===== config.mk =====
export PLATFORM = sky130hd
export DESIGN_NAME = lfsr16
export DESIGN_NICKNAME = d
export VERILOG_FILES = /design/src/rtl/stream_checker_pkg.sv /design/src/rtl/stream_checker_lfsr16.sv
export SDC_FILE = /design/constraint.sdc
export NUM_CORES = 1
export LEC_CHECK = 0
export BUFFER_PORTS_ARGS = -buffer_cell sky130_fd_sc_hd__buf_2
export CORE_MARGIN = 2
export CORE_UTILIZATION = 40
export CTS_CLUSTER_SIZE = 25
export DETAILED_ROUTE_END_ITERATION = 12
export GPL_ROUTABILITY_DRIVEN = 0
export HOLD_SLACK_MARGIN = 0.05
export PLACE_DENSITY_LB_ADDON = 0.15
export SLEW_MARGIN = 25
export SYNTH_ARGS = -nofsm -noshare
export SYNTH_HDL_FRONTEND = slang
export SYNTH_SLANG_ARGS = --single-unit

===== constraint.sdc =====
create_clock -name clk -period 1.3 [get_ports clk]
set_clock_uncertainty 0.2 [all_clocks]
set_input_delay 0 -clock clk [delete_from_list [all_inputs] [get_ports clk]]
set_output_delay 0 -clock clk [all_outputs]
set_load 0.05 [all_outputs]

===== src/rtl/stream_checker_pkg.sv =====
// Shared types and constants for the stream checker: FSM states and the
// backpressure LFSR definition.
package stream_checker_pkg;

    typedef enum logic [1:0] {
        IDLE = 2'd0,
        RUN  = 2'd1,
        DONE = 2'd2
    } state_t;

    localparam logic [15:0] LFSR_SEED  = 16'hACE1;
    localparam logic [15:0] LFSR_TAPS  = 16'hB400;
    localparam logic [15:0] NO_ERR_IDX = 16'hFFFF;

    // One step of a right-shifting Galois LFSR.
    function automatic logic [15:0] lfsr_step(input logic [15:0] v);
        return (v >> 1) ^ (v[0] ? LFSR_TAPS : 16'h0000);
    endfunction

endpackage


===== src/rtl/stream_checker_lfsr16.sv =====
// 16-bit Galois LFSR with synchronous seed load; drives the sink backpressure pattern.
module lfsr16
    import stream_checker_pkg::*;
(
    input  logic        clk,
    input  logic        reset,
    input  logic        load,
    input  logic        enable,
    output logic [15:0] value
);

    always_ff @(posedge clk or posedge reset) begin
        if (reset) begin
            value <= LFSR_SEED;
        end else if (load) begin
            value <= LFSR_SEED;
        end else if (enable) begin
            value <= lfsr_step(value);
        end
    end

endmodule


==> reports/results.ini, run 1 <==
[timing]
fmaxAchievable_ghz = 0.763
grt_setup_unrepaired = true
layout_setup_ws_ns = -0.0109
tightestPinTransition_ns = 0.306
slew-limit-headroom_pct = 79.6
min_period_ns = 1.31
setup-tns-final_ns = -0.0109
period_share_pct = 101
finalHoldViolCount = 0
setup_viol = 1
slew_viol_final = 0

[power]
p_int_mw = 0.824
p_switching_mw = 0.374
totalPowerFinal_mw = 1.20
powerDensity_nw_per_um2 = 1240
p_comb_share_pct = 24.4
vdd_drop_max_mv = 0.584
leakagePower_nw = 0.470
clock_power_share_pct = 27.4
p_seq_share_pct = 48.2
p_sw_share_pct = 31.2

[worst_setup_path]
cpPeakStageDelay_ns = 0.68
critical_path_required_ns = 1.10
crit_chain = buf_8
crit_family = flip-flops
critPathKind = reg2out
cpMaxStageDelayCell = dfstp_4
cp.arrival_ns = 1.11
startpoint_type = flop
path_max_fanout = 6
cp-end-kind = output pin
cp_num_buf_inv = 1

[detailed_routing]
num_vias = 493
via_per_inst = 4.52
wl_mm = 1.29
ant_nets = 0
avgRoutedWirePerCell_um = 11.8
initialDrtViolationCount = 4
first_pass_iters = 3
post-route-drc-count = 0

[clock_tree]
numCtsBuffers = 3
cts.path.max_buffers = 2
cts_max_level = 1
clock-root-buffer = clkbuf_4
cts_tree = built
clock_sinks = 16
clkLatencyLatePin_ns = 0.28
clkTransAtPathRegs_ns = 0.10

[synthesis]
synth-xor-area-share_pct = 3.60
async_reset_ff_share_pct = 100
ys.flop_type = dfstp_2
synthAdderAreaFrac_pct = 0
synth.top_cells.by_count = dfrtp_1, dfstp_2, mux2i_1, nor2_1, a211o_2
postSynthCellCount = 57
syn-num-nets = 61
ys_warn_count = 0
synth_top_family_by_area = simple AND/OR/NAND/NOR gates
ys_seq_area_share_pct = 56.2
synth_edf_count = 0
avgSynthCellArea_um2 = 12.8
synthMuxAreaShare_pct = 9.59
synth-simple-area-share_pct = 13.4
netlist.area_leader.share_pct = 28.8
synth_area_leaders = dfstp_2, dfrtp_1, mux2i_1
synth_top_area_cell = dfstp_2
synth-compound-area-share_pct = 11.1
syn-cell-area_um2 = 731
ys_seq_elements = 16
ys_types = 18

[floorplanning]
io_pins = 20
initial_utilization_pct = 42.3
rows = 15
dieArea_um2 = 2180
die_y_um = 46.7
core-area_um2 = 1730
die_w_um = 46.7

[global_route]
first_global_vias = 449
grt_use_total_pct = 14.3
grt_pass1_wl_mm = 2.15
grt_antenna_before_repair = 0
grt_overflow = 0
grt_start_max_net_pins = 18

[cells_and_area]
diodes = 0
final_core_util_pct = 56.0
largest_reg_flops = 16
area_growth_pct = 32.4
nets = 89
top_register = value
top_regs = value x16
drive_gt1_share_pct = 56.0

[placement]
port-buffer-count = 19
dpl.hpwl_um = 880

[run_status]
outcome = finished with violations
violations = negative setup slack

[job]
drv_cap = 0

[min_path]
hold_class = reg2reg

[per-layer routing]
metal | part of all wire [%] | vias up | track usage (%)
met5 | 0 | - | 0
met4 | 0.93 | 0 | 8.33
met3 | 4.0 | 2 | 2.69
met2 | 43 | 12 | 19.4
met1 | 52 | 231 | 21.3
li1 | - | 248 | -
[through the flow]
stage | area (µm²) | hold slack (ns) | setup WS (ns) | instances
detailed placement | 850 | -0.186 | 0.0919 | 100
global placement | 850 | -0.188 | 0.100 | 100
floorplan | 742 | -0.292 | 0.00915 | 57
global route | 967 | 0.372 | -0.0377 | 109
finish | 967 | 0.334 | -0.0109 | 109
CTS | 951 | 0.349 | -0.0280 | 108
[power by group through the flow]
stage | combinational, mW | sequential (mW) | clock [mW]
floorplan | 0.101 | 0.702 | 0
global placement | 0.267 | 0.584 | 0
detailed placement | 0.267 | 0.586 | 0
CTS | 0.289 | 0.579 | 0.342
global route | 0.312 | 0.584 | 0.359
finish | 0.293 | 0.578 | 0.328
[logic make-up (layout without fill, tap and decap cells)]
group,Yosys count,after routing
XOR/XNOR,3,3
AO/OA/AOI/OAI,9,9
buffers and inverters,5,32
multiplexers,7,7
AND/OR/NAND/NOR,17,17
flip-flops,16,16
[placed cells by master, fill, tap and decap left out, drive strengths merged]
cell / n
nor2: 8
dfrtp: 8
buf: 21
a21oi: 2
dlygate4sd3: 4
a211o: 6
nor3: 2
inv: 1
and2b: 5
a211oi: 1
dfstp: 8
nor2b: 2
mux2i: 7
xnor2: 3
clkbuf: 6
[path summary, 6_finish.rpt]
| kind | from | end | slack [ns] | cells past startpoint |
|---|---|---|---|---|
| max in group asynchronous | reset | value[13] | 0.09 | 5 |
| min reg2reg | value[8] | value[7] | 0.33 | 1 |
| min | value[8] | value[7] | 0.33 | 1 |
| min in group asynchronous | reset | value[2] | 0.58 | 5 |
| max | value[0] | value[0] | -0.01 | 1 |
| max reg2reg | value[0] | value[13] | 0.02 | 3 |
[timing repair]
item / in CTS / in global routing
hold endpoints to repair: 32 / 0
hold buffers: 4 / 0
buffers inserted: 0 / 1
endpoints found under the setup margin: 7 / 8
resized for setup: 9 / 3
[layout make-up]
class                           instances  area, µm²
Fill cell                             160        759
Sequential cell                        16        414
Multi-Input combinational cell         36        283
Timing Repair Buffer                   27        199
Clock buffer                            4       36.3
Tap cell                               25       31.3
Inverter                                1       3.75
Note: power is estimated with default switching activity, not from simulation.
==> inputs of run 2 (changes only) <==
--- a/config.mk
+++ b/config.mk
@@ -6,14 +6,12 @@
 export NUM_CORES = 1
 export LEC_CHECK = 0
 export BUFFER_PORTS_ARGS = -buffer_cell sky130_fd_sc_hd__buf_2
-export CORE_MARGIN = 2
 export CORE_UTILIZATION = 40
 export CTS_CLUSTER_SIZE = 25
 export DETAILED_ROUTE_END_ITERATION = 12
 export GPL_ROUTABILITY_DRIVEN = 0
 export HOLD_SLACK_MARGIN = 0.05
 export PLACE_DENSITY_LB_ADDON = 0.15
-export SLEW_MARGIN = 25
 export SYNTH_ARGS = -nofsm -noshare
 export SYNTH_HDL_FRONTEND = slang
 export SYNTH_SLANG_ARGS = --single-unit
==> reports/results.ini, run 2 (synthesized netlist as in run 1, its figures left out) <==
[worst_setup_path]
critPathKind = reg2out
crit_family = flip-flops
critical_path_required_ns = 1.10
cp-end-kind = output pin
r2r_setup_slack_ns = 0.03
path_max_fanout = 6
cp_num_buf_inv = 1
crit_chain = buf_8
cpMaxStageDelayCell = dfstp_4
cp.arrival_ns = 1.11
cpPeakStageDelay_ns = 0.68
startpoint_type = flop

[min_path]
hold_class = in2async

[floorplanning]
die_y_um = 44.7
rows = 15
io_pins = 20
core-area_um2 = 1730
die_w_um = 44.7
initial_utilization_pct = 42.3
dieArea_um2 = 2000

[cells_and_area]
fillCellCount = 159
seq_area_um2 = 414
post-route-cell-area_um2 = 953
largest_reg_flops = 16
nets = 88
final_core_util_pct = 55.2
top_regs = value x16
drive_gt1_share_pct = 56.6
area_growth_pct = 30.5
diodes = 0
top_register = value
multiInputGateArea_um2 = 283
layout_commonest_cell = buf_2
mostFrequentLayoutCells = buf_2, buf_4, dfrtp_1

[run_status]
outcome = finished with violations
violations = negative setup slack

[global_route]
grt_use_total_pct = 14.9
grt_start_max_net_pins = 18
grt_pass1_wl_mm = 2.10
grt_overflow = 0
first_global_vias = 427
grt_antenna_before_repair = 0

[timing]
grt_setup_unrepaired = true
fmaxAchievable_ghz = 0.762
slew_viol_final = 0
slew-limit-headroom_pct = 79.5
setup_viol = 1
min_period_ns = 1.31
setup-tns-final_ns = -0.0126
holdWs_ns = 0.0517
period_share_pct = 101
finalHoldViolCount = 0
layout_setup_ws_ns = -0.0126
tightestPinTransition_ns = 0.307

[detailed_routing]
initialDrtViolationCount = 1
post-route-drc-count = 0
ant_nets = 0
first_pass_iters = 2
wl_mm = 1.28
via_per_inst = 4.56
avgRoutedWirePerCell_um = 11.8
num_vias = 492

[power]
powerDensity_nw_per_um2 = 1250
p_seq_share_pct = 48.5
vdd_drop_max_mv = 0.661
leakagePower_nw = 0.464
p_switching_mw = 0.371
p_int_mw = 0.820
p_comb_share_pct = 24.3
clock_power_share_pct = 27.2
p_sw_share_pct = 31.1
totalPowerFinal_mw = 1.19

[job]
drv_cap = 0

[clock_tree]
cts_max_level = 1
numCtsBuffers = 3
cts.path.max_buffers = 2
cts_tree = built
clock_sinks = 16
clock-root-buffer = clkbuf_4
clkLatencyLatePin_ns = 0.28
clkTransAtPathRegs_ns = 0.10

[placement]
dpl.hpwl_um = 828
port-buffer-count = 19
placed_area_um2 = 850

## run 2: cell count changes in the layout (fill, tap and decap cells not counted), sizes merged
cell / change
buf: -2
clkbuf: +2
dlygate4sd3: -1
## run 2: worst paths after layout
check                      startpoint   endpoint  cells past startpoint
setup / recovery             value[0]   value[0]                      1
hold / removal                  reset   value[4]                      4
setup reg to reg             value[0]  value[13]                      3
hold reg to reg              value[8]   value[7]                      1
max in group asynchronous       reset  value[10]                      4
min in group clk             value[8]   value[7]                      1
## run 2: layer usage
metal	GRT usage, %	up-vias	part of all wire, %
met2	19.7	12	43
met3	2.40	2	2.9
li1	-	248	-
met5	0	-	0
met1	23.2	230	53
met4	7.27	0	0.94
## run 2: layout make-up
| class | instances | area share, % |
|---|---|---|
| clock buffers | 4 | 3.81 |
| inverters | 1 | 0.394 |
| multi-input cells | 36 | 29.7 |
| flip-flops and latches | 16 | 43.4 |
| well taps | 25 | 3.28 |
| repair buffers | 26 | 19.4 |
## run 2: power groups by stage
stage,clock [mW],combinational (mW),sequential [mW]
after detailed placement,0,0.267,0.585
after floorplan,0,0.101,0.702
after global placement,0,0.266,0.584
after global routing,0.361,0.308,0.584
final,0.324,0.290,0.578
after CTS,0.339,0.284,0.579
## run 2: repair_timing
item,4_1_cts,5_1_grt
endpoints found under the hold margin,32,0
setup endpoints to repair,5,7
gates resized for setup,7,4
hold buffers,3,0
setup buffers,0,1
pin swaps,0,2
## run 2: stage by stage
| step | setup WS, ns | cells |
|---|---|---|
| 2_1_floorplan | 0.00915 | 57 |
| 3_3_place_gp | 0.100 | 100 |
| 3_5_place_dp | 0.0874 | 100 |
| 4_1_cts | -0.0305 | 107 |
| 5_1_grt | -0.0449 | 108 |
| 6_report | -0.0126 | 108 |
